## src/rtl/instruction_fetch_unit_if.sv

```systemverilog
// Instruction-memory read bus: single outstanding request with grant and response phases.
// IFU_BUS_ERROR_EN adds the im_err response qualifier.
interface instruction_fetch_unit_if #(
    parameter int ADDR_W = 32,
    parameter int DATA_W = 32
);
    logic              im_req;
    logic [ADDR_W-1:0] im_addr;
    logic              im_gnt;
    logic              im_rvalid;
    logic [DATA_W-1:0] im_rdata;
`ifdef IFU_BUS_ERROR_EN
    logic              im_err;

    modport master (output im_req, im_addr, input im_gnt, im_rvalid, im_rdata, im_err);
    modport slave  (input im_req, im_addr, output im_gnt, im_rvalid, im_rdata, im_err);
`else
    modport master (output im_req, im_addr, input im_gnt, im_rvalid, im_rdata);
    modport slave  (input im_req, im_addr, output im_gnt, im_rvalid, im_rdata);
`endif
endinterface

```

## src/rtl/instruction_fetch_unit.sv

```systemverilog
// Fetch stage: one outstanding instruction-memory read, results buffered with their PC in a FIFO.
// Optional bus-error reporting is enabled with `define IFU_BUS_ERROR_EN.
module instruction_fetch_unit #(
    parameter int ADDR_W = 32,
    parameter int DATA_W = 32,
    parameter int DEPTH  = 4
) (
    input  logic                  clk,
    input  logic                  reset_n,
    input  logic [ADDR_W-1:0]     pc_addr,
    input  logic                  redirect,
    input  logic                  stall,
    output logic                  fetch_complete,
    instruction_fetch_unit_if.master im,
    output logic                  instr_valid,
    input  logic                  instr_ready,
    output logic [DATA_W-1:0]     instr_data,
    output logic [ADDR_W-1:0]     instr_pc
`ifdef IFU_BUS_ERROR_EN
    ,
    output logic                  fetch_fault,
    output logic [ADDR_W-1:0]     fault_pc
`endif
);
    localparam int PTR_W = $clog2(DEPTH);
    localparam logic [PTR_W:0] FULL_CNT = (PTR_W + 1)'(DEPTH);

    typedef enum logic [1:0] {IDLE, REQ, WAIT, DROP} state_t;

    state_t            state_q, state_d;
    logic              kill_q, kill_d;
    logic              req_q, req_d;
    logic [ADDR_W-1:0] addr_q, addr_d;
    logic [PTR_W-1:0]  wr_ptr_q, wr_ptr_d;
    logic [PTR_W-1:0]  rd_ptr_q, rd_ptr_d;
    logic [PTR_W:0]    count_q, count_d;

    logic [DATA_W-1:0] data_mem [DEPTH];
    logic [ADDR_W-1:0] pc_mem   [DEPTH];

    logic push;
    logic pop;
    logic resp_err;
    logic fault_pulse;

`ifdef IFU_BUS_ERROR_EN
    logic [ADDR_W-1:0] fault_pc_q, fault_pc_d;
    assign resp_err    = im.im_err;
    assign fetch_fault = fault_pulse;
    assign fault_pc    = fault_pc_q;
`else
    assign resp_err = 1'b0;
`endif

    always_comb begin
        state_d        = state_q;
        kill_d         = kill_q;
        req_d          = req_q;
        addr_d         = addr_q;
        push           = 1'b0;
        fetch_complete = 1'b0;
        fault_pulse    = 1'b0;
`ifdef IFU_BUS_ERROR_EN
        fault_pc_d     = fault_pc_q;
`endif
        case (state_q)
            IDLE: begin
                if (!stall && !redirect && (count_q < FULL_CNT)) begin
                    state_d = REQ;
                    req_d   = 1'b1;
                    addr_d  = pc_addr;
                    kill_d  = 1'b0;
                end
            end
            REQ: begin
                // A redirect seen any time before the grant still kills the eventual response.
                kill_d = kill_q | redirect;
                if (im.im_gnt) begin
                    req_d   = 1'b0;
                    kill_d  = 1'b0;
                    state_d = (redirect || kill_q) ? DROP : WAIT;
                end
            end
            WAIT: begin
                if (im.im_rvalid) begin
                    state_d = IDLE;
                    if (!redirect) begin
                        if (resp_err) begin
                            fault_pulse = 1'b1;
`ifdef IFU_BUS_ERROR_EN
                            fault_pc_d  = addr_q;
`endif
                        end else begin
                            push           = 1'b1;
                            fetch_complete = 1'b1;
                        end
                    end
                end else if (redirect) begin
                    state_d = DROP;
                end
            end
            DROP: begin
                if (im.im_rvalid) begin
                    state_d = IDLE;
                end
            end
            default: state_d = IDLE;
        endcase
    end

    assign instr_valid = (count_q != '0);
    assign pop         = instr_valid && instr_ready;

    always_comb begin
        wr_ptr_d = wr_ptr_q;
        rd_ptr_d = rd_ptr_q;
        count_d  = count_q;
        if (redirect) begin
            wr_ptr_d = '0;
            rd_ptr_d = '0;
            count_d  = '0;
        end else begin
            if (push) wr_ptr_d = wr_ptr_q + 1'b1;
            if (pop)  rd_ptr_d = rd_ptr_q + 1'b1;
            case ({push, pop})
                2'b10:   count_d = count_q + 1'b1;
                2'b01:   count_d = count_q - 1'b1;
                default: count_d = count_q;
            endcase
        end
    end

    always_ff @(posedge clk or negedge reset_n) begin
        if (!reset_n) begin
            state_q    <= IDLE;
            kill_q     <= 1'b0;
            req_q      <= 1'b0;
            addr_q     <= '0;
            wr_ptr_q   <= '0;
            rd_ptr_q   <= '0;
            count_q    <= '0;
`ifdef IFU_BUS_ERROR_EN
            fault_pc_q <= '0;
`endif
        end else begin
            state_q    <= state_d;
            kill_q     <= kill_d;
            req_q      <= req_d;
            addr_q     <= addr_d;
            wr_ptr_q   <= wr_ptr_d;
            rd_ptr_q   <= rd_ptr_d;
            count_q    <= count_d;
`ifdef IFU_BUS_ERROR_EN
            fault_pc_q <= fault_pc_d;
`endif
        end
    end

    // Storage needs no reset: the head outputs are masked while the FIFO is empty.
    always_ff @(posedge clk) begin
        if (push) begin
            data_mem[wr_ptr_q] <= im.im_rdata;
            pc_mem[wr_ptr_q]   <= addr_q;
        end
    end

    assign instr_data = instr_valid ? data_mem[rd_ptr_q] : '0;
    assign instr_pc   = instr_valid ? pc_mem[rd_ptr_q]   : '0;
    assign im.im_req  = req_q;
    assign im.im_addr = addr_q;
endmodule

```

## src/flat_wrapper.sv

```systemverilog
// flat-port wrapper written by rule: the top's interface ports become plain ports
module instruction_fetch_unit_flat 
#(
    parameter int ADDR_W = 32,
    parameter int DATA_W = 32,
    parameter int DEPTH  = 4
)
  (clk, reset_n, pc_addr, redirect, stall, fetch_complete, instr_valid, instr_ready, instr_data, instr_pc, im_im_req, im_im_addr, im_im_gnt, im_im_rvalid, im_im_rdata);
  instruction_fetch_unit_if #(.ADDR_W(ADDR_W), .DATA_W(DATA_W)) im_i ();
  input  logic clk;
  input  logic reset_n;
  input  logic [ADDR_W-1:0] pc_addr;
  input  logic redirect;
  input  logic stall;
  output logic fetch_complete;
  output logic instr_valid;
  input  logic instr_ready;
  output logic [DATA_W-1:0] instr_data;
  output logic [ADDR_W-1:0] instr_pc;
  output wire logic [$bits(im_i.im_req)-1:0] im_im_req;
  output wire logic [$bits(im_i.im_addr)-1:0] im_im_addr;
  input wire logic [$bits(im_i.im_gnt)-1:0] im_im_gnt;
  input wire logic [$bits(im_i.im_rvalid)-1:0] im_im_rvalid;
  input wire logic [$bits(im_i.im_rdata)-1:0] im_im_rdata;
  assign im_im_req = im_i.im_req;
  assign im_im_addr = im_i.im_addr;
  assign im_i.im_gnt = im_im_gnt;
  assign im_i.im_rvalid = im_im_rvalid;
  assign im_i.im_rdata = im_im_rdata;
  instruction_fetch_unit #(.ADDR_W(ADDR_W), .DATA_W(DATA_W), .DEPTH(DEPTH)) u_core (.clk(clk), .reset_n(reset_n), .pc_addr(pc_addr), .redirect(redirect), .stall(stall), .fetch_complete(fetch_complete), .im(im_i), .instr_valid(instr_valid), .instr_ready(instr_ready), .instr_data(instr_data), .instr_pc(instr_pc));
endmodule
```

## config.mk

```make
export PLATFORM = sky130hd
export DESIGN_NAME = instruction_fetch_unit_flat
export DESIGN_NICKNAME = d
export VERILOG_FILES = /design/src/rtl/instruction_fetch_unit_if.sv /design/src/rtl/instruction_fetch_unit.sv /design/src/flat_wrapper.sv
export SDC_FILE = /design/constraint.sdc
export NUM_CORES = 1
export LEC_CHECK = 0
export ABC_AREA = 0
export BUFFER_PORTS_ARGS = -buffer_cell sky130_fd_sc_hd__buf_2
export CELL_PAD_IN_SITES_DETAIL_PLACEMENT = 1
export CELL_PAD_IN_SITES_GLOBAL_PLACEMENT = 1
export CORE_UTILIZATION = 53
export DETAILED_ROUTE_END_ITERATION = 7
export GPL_ROUTABILITY_DRIVEN = 0
export MAX_ROUTING_LAYER = met4
export PLACE_DENSITY_LB_ADDON = 0.1
export SLEW_MARGIN = 20
export SYNTH_ARGS = -nofsm -noshare
export SYNTH_HDL_FRONTEND = slang
export SYNTH_SLANG_ARGS = --single-unit
```

## constraint.sdc

```tcl
create_clock -name clk -period 8 [get_ports clk]
set_input_delay 0.4 -clock clk [delete_from_list [all_inputs] [get_ports clk]]
set_output_delay 0.4 -clock clk [all_outputs]
set_load 0.01 [all_outputs]
```

==> metrics.txt <==
# TYPE chip_impl_metric gauge
chip_impl_metric{name="ff2ff_path_depth",unit=""} 3
chip_impl_metric{name="grt_pass1_wl",unit="um"} 35500
chip_impl_metric{name="timing.final.crit_period",unit="ns"} 3.47
chip_impl_metric{name="synth_enable_flop_cells",unit=""} 256
chip_impl_metric{name="antenna_found_initial",unit=""} 2
chip_impl_metric{name="route.detailed.vias_per_inst",unit=""} 5.57
chip_impl_metric{name="cts_max_level",unit=""} 1
chip_impl_metric{name="post_synth_design_cell_area",unit="um2"} 11700
chip_impl_info{name="critical-path-top-delay-family",value="flip-flops"} 1
chip_impl_info{name="type_of_origin_of_the_critical_path",value="flop"} 1
chip_impl_metric{name="critical-path-max-stage-delay",unit="ns"} 0.89
chip_impl_metric{name="report.final.setup_viol",unit=""} 0
chip_impl_metric{name="post-route-period-util",unit="%"} 43.4
chip_impl_info{name="critical_path.cell_chain",value="buf_4, mux4_2, and2_1, buf_2"} 1
chip_impl_metric{name="critical_path.max_fanout",unit=""} 35
chip_impl_metric{name="num_clock_sinks",unit=""} 299
chip_impl_info{name="tritoncts",value="yes"} 1
chip_impl_metric{name="detailedRoute.firstIterationViolations",unit=""} 240
chip_impl_metric{name="first_global_vias",unit=""} 6265
chip_impl_metric{name="wl",unit="um"} 23500
chip_impl_metric{name="worst_slew_margin_rel",unit="%"} 31.5
chip_impl_metric{name="clkLatencyLatePin",unit="ns"} 0.55
chip_impl_metric{name="grt_use_total",unit="%"} 21.8
chip_impl_metric{name="initial_utilization",unit="%"} 53.9
chip_impl_metric{name="fp-row-count",unit=""} 54
chip_impl_metric{name="critPathRequiredTime",unit="ns"} 7.60
chip_impl_metric{name="critical_path_cell_count",unit=""} 4
chip_impl_metric{name="fin_tns_setup",unit="ns"} 0
chip_impl_metric{name="area_growth_syn_to_layout",unit="%"} 17.8
chip_impl_info{name="synth_ff_type",value="edfxtp_1"} 1
chip_impl_info{name="grt_setup_unrepaired",value="no"} 1
chip_impl_info{name="crit_path_end_kind",value="output pin"} 1
chip_impl_metric{name="power.ir.vdd_worst",unit="mV"} 0.215
chip_impl_metric{name="nNetsFinal",unit=""} 800
chip_impl_metric{name="drc_errors",unit=""} 0
chip_impl_metric{name="avgSynthCellArea",unit="um2"} 21.6
chip_impl_metric{name="tritoncts_buffers",unit=""} 31
chip_impl_metric{name="drive_gt1_share",unit="%"} 44.3
chip_impl_metric{name="maxCapViolCount",unit=""} 0
chip_impl_metric{name="worst_pin_slew",unit="ns"} 1.03
chip_impl_metric{name="final_antenna_net_count",unit=""} 0
chip_impl_metric{name="clock_path_buffers",unit=""} 3
chip_impl_metric{name="first_pass_iters",unit=""} 6
chip_impl_metric{name="leakage",unit="uW"} 0.00505
chip_impl_metric{name="timing_hold_violations_final",unit=""} 0
chip_impl_metric{name="floorplan.io_pins",unit=""} 170
chip_impl_metric{name="seq_area_frac_synth",unit="%"} 74.7
chip_impl_metric{name="synth_fp_nets",unit=""} 620
chip_impl_metric{name="share_of_async_settable_or_async_resettable_flops_after_synthesis",unit="%"} 14.4
chip_impl_metric{name="final.hold.worst_slack",unit="ns"} 0.0649
chip_impl_info{name="status",value="finished, final reports clean"} 1
chip_impl_metric{name="power.density",unit="nW/um2"} 342
chip_impl_info{name="timing.hold.worst.class",value="in2reg"} 1
chip_impl_metric{name="grt_start_max_net_pins",unit=""} 66
chip_impl_metric{name="yosys_register_bits",unit=""} 299
chip_impl_metric{name="worst-endpoint-arrival",unit="ns"} 3.07
chip_impl_metric{name="min_delay_path_depth",unit=""} 1
chip_impl_metric{name="gr-total-overflow",unit=""} 0
chip_impl_metric{name="yosysWarnings",unit=""} 0
chip_impl_metric{name="chipHeight",unit="um"} 151
chip_impl_metric{name="num_vias",unit=""} 5733
chip_impl_metric{name="maxClockFrequency",unit="MHz"} 288
chip_impl_metric{name="port_buffer_count",unit=""} 169
chip_impl_info{name="worst_path_max_delay_cell",value="dfrtp_4"} 1
chip_impl_metric{name="worst_clock_skew",unit="ns"} 0.0186
chip_impl_info{name="critical_path_class",value="reg2out"} 1
chip_impl_metric{name="wire_per_inst",unit="um"} 22.9
chip_impl_metric{name="dieWidth",unit="um"} 151
chip_impl_metric{name="netlist-cell-type-count",unit=""} 38
chip_impl_metric{name="design.core.area",unit="um2"} 21800
chip_impl_info{name="cell_at_the_root_of_the_clock_tree",value="clkbuf_16"} 1
chip_impl_metric{name="dpl.hpwl",unit="um"} 13700
chip_impl_metric{name="clkTransAtPathRegs",unit="ns"} 0.06
chip_impl_metric{name="postSynthCellCount",unit=""} 544
chip_impl_metric{name="crit_buf_inv",unit=""} 2
chip_impl_metric{name="cts_setup_buffers",unit=""} 0
chip_impl_metric{name="timing.final.max_slew_violations",unit=""} 0
chip_impl_metric{name="floorplan.die_area",unit="um2"} 22700
-- layer usage --
| layer | wire length, um | up-vias | global-route usage [%] |
|---|---|---|---|
| li1 | - | 2519 | - |
| met1 | 9560 | 3018 | 26.3 |
| met2 | 12500 | 163 | 38.1 |
| met3 | 1040 | 33 | 3.33 |
| met4 | 448 | 0 | 6.05 |
| met5 | 0 | - | - |
-- kinds of logic (layout without fill, tap and decap cells) --
kind of cell	count (synthesis)	count (layout)	share of synthesized area, %
flip-flops	299	299	74.7
AO/OA/AOI/OAI	13	13	0.790
other	0	2	0
multiplexers	98	98	16.5
AND/OR/NAND/NOR	92	92	4.94
adder cells (fa/ha/maj)	5	5	0.598
buffers and inverters	32	236	2.00
XOR/XNOR	5	5	0.438
-- path summary, 6_finish.rpt --
kind	startpoint	end	slack (ns)
worst max-delay path	u_core.rd_ptr_q[0]	instr_pc[1]	4.53
worst min-delay path	im_im_rdata[9]	u_core.data_mem[3][9]	0.06
worst max register to register	u_core.state_q[0]	u_core.pc_mem[0][20]	5.66
worst min register to register	u_core.kill_q	u_core.kill_q	0.55
max in group asynchronous	reset_n	u_core.rd_ptr_q[1]	7.03
min in group asynchronous	reset_n	u_core.im.im_addr[8]	0.47
-- per-stage QoR --
stage	worst slack [ns]	area, um2	utilization (%)	power (uW)	instances
floorplan	5.03	11700	-	2890	544
global placement	5.01	12800	58.6	3270	970
detailed placement	5.00	12800	58.6	3330	970
CTS	4.41	13800	63.4	4790	1028
global route	4.26	13800	63.5	4940	1030
finish	4.53	13800	63.5	4720	1030
-- where the power goes --
group / internal [uW] / switching, uW
logic: 582 / 537
clock network: 875 / 574
registers: 1930 / 227
-- synth_stat cells, types with 2 or more instances --
master	n	area, um2
nor2_1	10	37.5
ha_1	4	50.1
mux2i_1	2	20.0
a21oi_1	3	15.0
xor2_1	2	17.5
buf_12	3	60.1
nand2_1	2	7.51
mux2_1	2	22.5
xnor2_1	2	17.5
and2_1	69	432
clkbuf_1	5	18.8
buf_6	6	67.6
edfxtp_1	256	7690
o21ai_0	5	25.0
buf_4	2	15.0
buf_2	8	40.0
clkbuf_2	2	10.0
dfrtp_1	43	1080
mux4_2	64	1440
mux2_4	30	450
nor3_1	2	10.0
inv_1	6	22.5
-- state kept, by name (all words and copies together), names as in the netlist --
signal             count
u_core.state_q         2
u_core.data_mem      128
u_core.kill_q          1
u_core.pc_mem        128
u_core.im.im_addr     32
u_core.im.im_req       1
u_core.count_q         3
u_core.wr_ptr_q        2
u_core.rd_ptr_q        2
-- layout by cell type (no fill, tap or decap), drive strengths merged --
cell | synthesis | routed
nor3 | 3 | 3
and3 | 1 | 1
nand2b | 1 | 1
o21ai | 5 | 5
clkbuf | 7 | 40
nand2 | 3 | 3
mux2 | 32 | 32
edfxtp | 256 | 256
clkinvlp | 0 | 2
diode | 0 | 2
fa | 1 | 1
ha | 4 | 4
a31o | 1 | 1
or3 | 1 | 1
nand3b | 1 | 1
xnor2 | 2 | 2
and2 | 69 | 69
nand3 | 1 | 1
mux2i | 2 | 2
o31ai | 2 | 2
bufinv | 0 | 4
nor2 | 11 | 11
mux4 | 64 | 64
a21oi | 3 | 3
buf | 19 | 172
dfrtp | 43 | 43
o32ai | 1 | 1
a31oi | 1 | 1
inv | 6 | 7
dlygate4sd3 | 0 | 1
or2 | 1 | 1
clkinv | 0 | 10
xor2 | 3 | 3
-- final cells by class --
cell class | count | area, um2
diodes | 2 | 5.00
clock buffers | 40 | 850
clock inverters | 17 | 191
fillers | 1885 | 7950
inverters | 6 | 22.5
multi-input cells | 213 | 2740
flip-flops and latches | 299 | 8770
well taps | 280 | 350
repair buffers | 173 | 878
-- what timing repair did --
item                                   CTS  global route
hold buffers                             1             0
endpoints found under the hold margin   43             0
resized for setup                        0             0
(Power assumes the default switching activity.)
